**src/rtl/alu_pkg.sv**
```systemverilog
// Shared definitions for the ALU sharing arbiter: bus widths, opcodes, FSM states.
package alu_pkg;

    localparam int unsigned ALU_W      = 64;
    localparam int unsigned ALU_CTRL_W = 4;

    // Opcodes understood by the shared ALU; the arbiter passes them through untouched.
    localparam logic [ALU_CTRL_W-1:0] ALU_AND     = 4'b0000;
    localparam logic [ALU_CTRL_W-1:0] ALU_OR      = 4'b0001;
    localparam logic [ALU_CTRL_W-1:0] ALU_ADD     = 4'b0010;
    localparam logic [ALU_CTRL_W-1:0] ALU_SUB     = 4'b0110;
    localparam logic [ALU_CTRL_W-1:0] ALU_SUB_ALT = 4'b0011;
    localparam logic [ALU_CTRL_W-1:0] ALU_PASSB   = 4'b0111;

    typedef enum logic [1:0] {
        IDLE = 2'd0,
        EXEC = 2'd1,
        RESP = 2'd2
    } state_t;

endpackage

```
**src/rtl/rr_arb2.sv**
```systemverilog
// Two-input round-robin arbiter; combinational one-hot grant.
module rr_arb2 (
    input  logic [1:0] req,
    input  logic       last,
    input  logic       enable,
    output logic [1:0] grant
);

    // Sole requester wins; on contention the one not served last wins.
    always_comb begin
        grant = 2'b00;
        if (enable) begin
            unique case (req)
                2'b01:   grant = 2'b01;
                2'b10:   grant = 2'b10;
                2'b11:   grant = last ? 2'b01 : 2'b10;
                default: grant = 2'b00;
            endcase
        end
    end

endmodule

```
**src/rtl/alu_share_arbiter.sv**
```systemverilog
// Time-shares one combinational ALU between two valid/ready requesters.
module alu_share_arbiter
    import alu_pkg::*;
#(
    parameter int unsigned WIDTH  = ALU_W,
    parameter int unsigned CTRL_W = ALU_CTRL_W
) (
    input  logic              CLK,
    input  logic              ResetL,
    input  logic              Req0Valid,
    output logic              Req0Ready,
    input  logic [WIDTH-1:0]  Req0A,
    input  logic [WIDTH-1:0]  Req0B,
    input  logic [CTRL_W-1:0] Req0Ctrl,
    input  logic              Req1Valid,
    output logic              Req1Ready,
    input  logic [WIDTH-1:0]  Req1A,
    input  logic [WIDTH-1:0]  Req1B,
    input  logic [CTRL_W-1:0] Req1Ctrl,
    output logic              Resp0Valid,
    input  logic              Resp0Ready,
    output logic              Resp1Valid,
    input  logic              Resp1Ready,
    output logic [WIDTH-1:0]  RespData,
    output logic              RespZero,
    output logic [WIDTH-1:0]  AluBusA,
    output logic [WIDTH-1:0]  AluBusB,
    output logic [CTRL_W-1:0] AluCtrl,
    input  logic [WIDTH-1:0]  AluBusW,
    input  logic              AluZero
);

    state_t     state;
    state_t     state_nxt;
    logic       owner;
    logic       last_grant;
    logic [1:0] grant;
    logic       arb_en;
    logic       accept;
    logic       resp_hs;

    // Arbitrate only while idle and out of reset so Ready stays low during reset.
    assign arb_en = (state == IDLE) && ResetL;

    rr_arb2 u_rr_arb2 (
        .req    ({Req1Valid, Req0Valid}),
        .last   (last_grant),
        .enable (arb_en),
        .grant  (grant)
    );

    assign Req0Ready  = grant[0];
    assign Req1Ready  = grant[1];
    assign accept     = |grant;
    assign Resp0Valid = (state == RESP) && !owner;
    assign Resp1Valid = (state == RESP) && owner;
    assign resp_hs    = (state == RESP) && (owner ? Resp1Ready : Resp0Ready);

    // State register.
    always_ff @(posedge CLK or negedge ResetL) begin
        if (!ResetL) begin
            state <= IDLE;
        end else begin
            state <= state_nxt;
        end
    end

    // Next-state: accept -> one ALU cycle -> hold result until the owner takes it.
    always_comb begin
        state_nxt = state;
        unique case (state)
            IDLE:    if (accept)  state_nxt = EXEC;
            EXEC:    state_nxt = RESP;
            RESP:    if (resp_hs) state_nxt = IDLE;
            default: state_nxt = IDLE;
        endcase
    end

    // Operand capture on accept, result capture at the end of the ALU cycle.
    always_ff @(posedge CLK or negedge ResetL) begin
        if (!ResetL) begin
            AluBusA    <= '0;
            AluBusB    <= '0;
            AluCtrl    <= '0;
            RespData   <= '0;
            RespZero   <= 1'b0;
            owner      <= 1'b0;
            last_grant <= 1'b1;
        end else begin
            if (accept) begin
                AluBusA    <= grant[1] ? Req1A    : Req0A;
                AluBusB    <= grant[1] ? Req1B    : Req0B;
                AluCtrl    <= grant[1] ? Req1Ctrl : Req0Ctrl;
                owner      <= grant[1];
                last_grant <= grant[1];
            end
            if (state == EXEC) begin
                RespData <= AluBusW;
                RespZero <= AluZero;
            end
        end
    end

endmodule
```
**config.mk**
```make
export PLATFORM = sky130hd
export DESIGN_NAME = alu_share_arbiter
export DESIGN_NICKNAME = d
export VERILOG_FILES = /design/src/rtl/alu_pkg.sv /design/src/rtl/rr_arb2.sv /design/src/rtl/alu_share_arbiter.sv
export SDC_FILE = /design/constraint.sdc
export NUM_CORES = 1
export LEC_CHECK = 0
export ABC_AREA = 1
export BUFFER_PORTS_ARGS = -buffer_cell sky130_fd_sc_hd__buf_2
export CAP_MARGIN = 20
export CELL_PAD_IN_SITES_DETAIL_PLACEMENT = 0
export CELL_PAD_IN_SITES_GLOBAL_PLACEMENT = 2
export CORE_AREA = 2 2 211 213
export DETAILED_ROUTE_END_ITERATION = 10
export DIE_AREA = 0 0 213 215
export MAX_ROUTING_LAYER = met4
export PLACE_DENSITY = 0.78
export SLEW_MARGIN = 5
export SYNTH_ARGS = -nofsm -noshare
export SYNTH_HDL_FRONTEND = slang
export SYNTH_HIERARCHICAL = 1
export SYNTH_SLANG_ARGS = --single-unit
export TNS_END_PERCENT = 30
```
**constraint.sdc**
```tcl
create_clock -name CLK -period 4.6 [get_ports CLK]
set_clock_uncertainty 0.05 [all_clocks]
set_input_delay 0.46 -clock CLK [delete_from_list [all_inputs] [get_ports CLK]]
set_output_delay 0.46 -clock CLK [all_outputs]
set_load 0.005 [all_outputs]
```
After elaboration in Yosys (flattened, before gate mapping)
Cells that the tools add are included.
- word-level logic and storage cells: 33
- latch bits: 0
- memories: 0
- flip-flop bits (word level): 201
- memory bits (writable): 0
- bits in read-only memories: 0
- multipliers: 0
- div/mod/pow operators: 0
- shift operators: 0
- bitwise gates (word level): 0
- reductions and logical operators: 8
- magnitude comparators: 0
- eq/ne operators: 7
- muxes and demuxes: 10
- add/sub/neg operators: 0
- operator list (kind ; number):
    64-bit two-way mux ; 2
    2-bit case mux with 3 select lines ; 2
    2-bit two-way mux ; 4
    2-bit equality test (second input constant) ; 3
    2-bit by 1-bit equality test with 1-bit output (second input constant) ; 2
    1-bit logical AND ; 4
    4-bit two-way mux ; 1
    2-bit != test (second input constant) ; 2
    2-bit logical NOT ; 1
    2-bit AND reduction ; 1
    2-bit OR reduction ; 1
    1-bit logical NOT ; 1
    1-bit two-way mux ; 1

Depth between registers and ports, before layout
- word-level depth: 6
- depth in mapped cells: 12

By module
Netlist, hierarchy kept.
- by module, submodules not included (module ; instances ; sequential area each (sq um) ; cells each ; area each (sq um)):
    alu_share_arbiter ; 1 ; 5031.1 ; 1024 ; 8652.0
    rr_arb2 ; 1 ; 0.0 ; 5 ; 21.3

Worst setup path before layout
Ideal clock, no wire load.
- kind: register to register
- from: register state[0]
- to: register AluBusA[10]
- period minus slack after synthesis: 2.070 ns
- arrival: 1.896 ns
- library setup time: 0.124 ns
- cell stages (with the launch flop): 13
- slack: 2.530 ns
- data required time: 4.426 ns
- path through: dfrtp_1 > clkbuf_1 > buf_4 > or2_1 > nor2_1 > nand2_1 > a21oi_1 > buf_6 > inv_4 > buf_4 > buf_2 > nand3_1 > nand3_1
- word-level cells in the longest chain between the ends: 4
- RTL lines (element ; RTL line ; source):
    from (decl) ; alu_share_arbiter.sv:33 ; state_t state;
    from (signal assigned) ; alu_share_arbiter.sv:64 ; state <= state_nxt;
    2-bit logical NOT (*) ; alu_share_arbiter.sv:43 ; assign arb_en = (state == IDLE) && ResetL;
    1-bit logical AND (*) ; alu_share_arbiter.sv:43 ;
    net arb_en ; alu_share_arbiter.sv:38 ; logic arb_en;
    2-bit two-way mux (*) ; rr_arb2.sv:12 ; if (enable) begin
    net Req1Ready ; alu_share_arbiter.sv:16 ; output logic Req1Ready,
    64-bit two-way mux or 2-bit OR reduction (tied branches) ; alu_share_arbiter.sv:91, alu_share_arbiter.sv:54 ;
    to (signal assigned) ; alu_share_arbiter.sv:91 ; AluBusA <= grant[1] ? Req1A : Req0A;
    to (decl) ; alu_share_arbiter.sv:26 ; output logic [WIDTH-1:0] AluBusA,
The timed path passes the listed nets; every way through them passes the cells marked *.
A chain may end at the register's enable or synchronous reset.

Final worst setup path
- from: input ResetL
- to: output Req1Ready
- word-level cells in the longest chain between the ends: 2
- RTL lines (element ; RTL line ; source):
    from (decl) ; alu_share_arbiter.sv:9 ; input logic ResetL,
    1-bit logical AND ; alu_share_arbiter.sv:43 ;
    net arb_en ; alu_share_arbiter.sv:38 ;
    2-bit two-way mux ; rr_arb2.sv:12 ;
    to (decl) ; alu_share_arbiter.sv:16 ;
The timed path passes the listed nets, and every way through them passes these cells.

==> results.sh <==
export IMPL_drc=0
export IMPL_crit_required_ns=4.09
export IMPL_grt_use_met1_pct=18.3
export IMPL_cts_max_path_buffers=3
export IMPL_power_density_nw_per_um2=625
export IMPL_status="complete, no violations"
export IMPL_peakVddDrop_v=0.000363
export IMPL_dp_slack_ns=1.80
export IMPL_use_met3_pct=3.10
export IMPL_combPwrFrac_pct=35.8
export IMPL_overflow=0
export IMPL_synth_seq_area_share_pct=58.0
export IMPL_r2r_slack_ns=2.00
export IMPL_cts_sinks=201
export IMPL_drtIter0Drc=577
export IMPL_p_total_w=0.00798
export IMPL_gp_congestion=0.878
export IMPL_worstSetupStartpointType="input port"
export IMPL_core_um2=43600
export IMPL_hp_class="input port to flip-flop"
export IMPL_die_area_um2=45800
export IMPL_multi_input_area_um2=3250
export IMPL_layout_setup_ws_ns=1.15
export IMPL_reg2reg_to="AluBusB[25]$_DFFE_PN0P_"
export IMPL_holdPathStages=3
export IMPL_cts_buffers=26
export IMPL_tightest_slew_ns=0.952
export IMPL_grt_first_pass_wirelength_mm=53.3
export IMPL_clk_latency_ns=0.54
export IMPL_initial_core_util_pct=19.9
export IMPL_synthCells=1029
export IMPL_switching_share_pct=36.6
export IMPL_p_switching_w=0.00292
export IMPL_power_frac_seq_pct=38.7
export IMPL_htree_levels=1
export IMPL_drive_above_1_share_pct=38.5
export IMPL_synth_compound_area_share_pct=0.173
export IMPL_setup_tns_final_ns=0
export IMPL_place_area_um2=11900
export IMPL_fmax_mhz=290
export IMPL_synth_seq_cells=201
export IMPL_clkSlewWorstSetupHoldPaths_ns=0.06
export IMPL_syn_nets=1364
export IMPL_synth_top_family_by_area="simple AND/OR/NAND/NOR gates"
export IMPL_ys_types=15
export IMPL_max_stage_delay_ns=0.55
export IMPL_area_growth_pct=47.2
export IMPL_grt_use_total_pct=15.3
export IMPL_crit_fanout=126
export IMPL_critPathCaptureType="output pin"
export IMPL_cp_top_family="buffers and inverters"
export IMPL_dr_pass1_iters=5
export IMPL_path_class="input port to output pin"
export IMPL_rows=77
export IMPL_rr_worst_depth=8
export IMPL_cts_root_buf="clkbuf_16"
export IMPL_yosysWarnings=6
export IMPL_grt_max_degree=135
export IMPL_grt_setup_unrepaired="no"
export IMPL_worstPathArrival_ns=2.94
export IMPL_synth_simple_area_share_pct=37.0
export IMPL_post_cts_setup_buffers=0
export IMPL_rr_startpoint="state[0]$_DFFE_PN0P_"
export IMPL_min_from="Req1A[14]"
export IMPL_critPathBufInv=5
export IMPL_synthesis_area_um2=8670
export IMPL_relSlewSlack_pct=36.5
export IMPL_hold_viol_final=0
export IMPL_final_fill_count=4846
export IMPL_tritoncts="yes"
export IMPL_pwr_share_clk_pct=25.5
export IMPL_die_w_um=213
export IMPL_routed_wl_mm=35.4
export IMPL_drv_cap=0
export IMPL_setup_violations_final=0
export IMPL_antenna_found_initial=9
export IMPL_min_period_over_period_pct=75.0
export IMPL_final_area_um2=12800
export IMPL_io_buffers=535
export IMPL_synthMuxAreaShare_pct=0
export IMPL_wl_per_cell_um=16.5
export IMPL_min_period_ns=3.45
export IMPL_num_vias=9085
export IMPL_worstPathCellList="dlygate4sd3_1, clkbuf_8, inv_1, nor2_1, nand2_1, a21oi_4, buf_12, buf_2"
export IMPL_p_leak_nw=6.90
export IMPL_synth_fa_ha_area_share_pct=0
export IMPL_vias_per_cell=4.24
export IMPL_syn_avg_cell_area_um2=8.43
export IMPL_gr_usage_met2_pct=25.2
export IMPL_seq_area_um2=5030
export IMPL_grt_pass1_vias=9105
export IMPL_crit_slowest_cell="dlygate4sd3_1"
export IMPL_hpwl_mm=25.2
export IMPL_top_usage_layer="met2"
export IMPL_synth_xor_area_share_pct=0
export IMPL_drv_slew=0
export IMPL_internal_power_w=0.00506
export IMPL_min_to="AluBusA[14]$_DFFE_PN0P_"
export IMPL_layout_nets=1860
export IMPL_die_h_um=215
export IMPL_ios=536
export IMPL_ant_nets=0
## worst reg2reg max path, stage by stage (launching register included)
cell     delay (ns)
dfrtp_2        0.39
or2_1          0.24
nor2_1         0.14
nand2_1        0.12
a21oi_4        0.41
inv_4          0.37
buf_4          0.46
nand3_1        0.20
nand3_1        0.09
## synthesized netlist by cell type, drive strengths merged
cell	instances	area share, %
a21oi	2	0.12
dfrtp	200	58
clkbuf	34	1.5
nand2	402	17
or2	1	0.072
nor2	6	0.45
buf	46	3.1
inv	6	0.29
o21ai	1	0.058
dfstp	1	0.30
nand3	330	19
## flip-flops by register name, summed over array words and instances, names as in the netlist
signal,cells
AluCtrl,4
RespData,64
owner,1
AluBusB,64
RespZero,1
AluBusA,64
last_grant,1
state,2
## layout by cell type, fill, tap and decap left out, drive strengths merged, types with 2 or more instances in the layout
master	netlist	routed
clkinv	0	3
nor2	6	6
a21oi	2	2
diode	0	7
inv	6	6
buf	46	546
clkbuf	34	44
nand3	330	330
nand2	402	402
dfrtp	200	200
## metrics by stage
stage,utilization (%),instances,hold slack [ns]
floorplan,-,1029,0.114
global placement,27.2,2087,0.306
detailed placement,27.2,2087,0.306
CTS,29.2,2135,0.0475
global route,29.3,2143,0.0640
finish,29.3,2143,0.0816
## power by group through the flow
stage	registers, W	clock network (W)	logic, W
floorplan	0.00314	0	0.00133
detailed placement	0.00311	0	0.00292
global route	0.00320	0.00218	0.00322
finish	0.00309	0.00203	0.00286
CTS	0.00310	0.00211	0.00292
global placement	0.00309	0	0.00289
## logic make-up (layout without fill, tap and decap cells)
group	count (synthesis)	count (layout)
and+or+nand+nor	739	739
DFF	201	201
buffers and inverters	86	601
AOI/OAI and AO/OA	3	3
other	0	7
## worst max-delay path by stage
stage                         startpoint                       to  slack (ns)  cells past startpoint
global route                      ResetL                Req1Ready        1.06                      8
global placement                  ResetL                Req1Ready        1.78                      7
finish                            ResetL                Req1Ready        1.15                      8
CTS                               ResetL                Req1Ready        1.25                      8
floorplan           state[0]$_DFFE_PN0P_  AluBusA[10]$_DFFE_PN0P_        2.53                     12
detailed placement                ResetL  AluBusB[13]$_DFFE_PN0P_        1.80                      9
## per-layer routing
layer,vias to the layer above,wire length (um)
li1,4378,-
met1,4296,14500
met2,350,17300
met3,61,2530
met4,0,1120
met5,-,0
## final cells by class
cell class                      count  area share [%]
Sequential cell                   201            39.4
Clock inverter                      4           0.470
Antenna cell                        7           0.137
Multi-Input combinational cell    742            25.4
Clock buffer                       43            6.30
Inverter                            6           0.196
Timing Repair Buffer              548            22.3
Tap cell                          592            5.80
## timing repair
| action | in CTS | in global routing |
|---|---|---|
| hold buffers | 1 | 0 |
| gates resized for setup | 0 | 0 |
| hold endpoints to repair | 21 | 0 |
No activity file was read; power rests on OpenSTA's default activity.
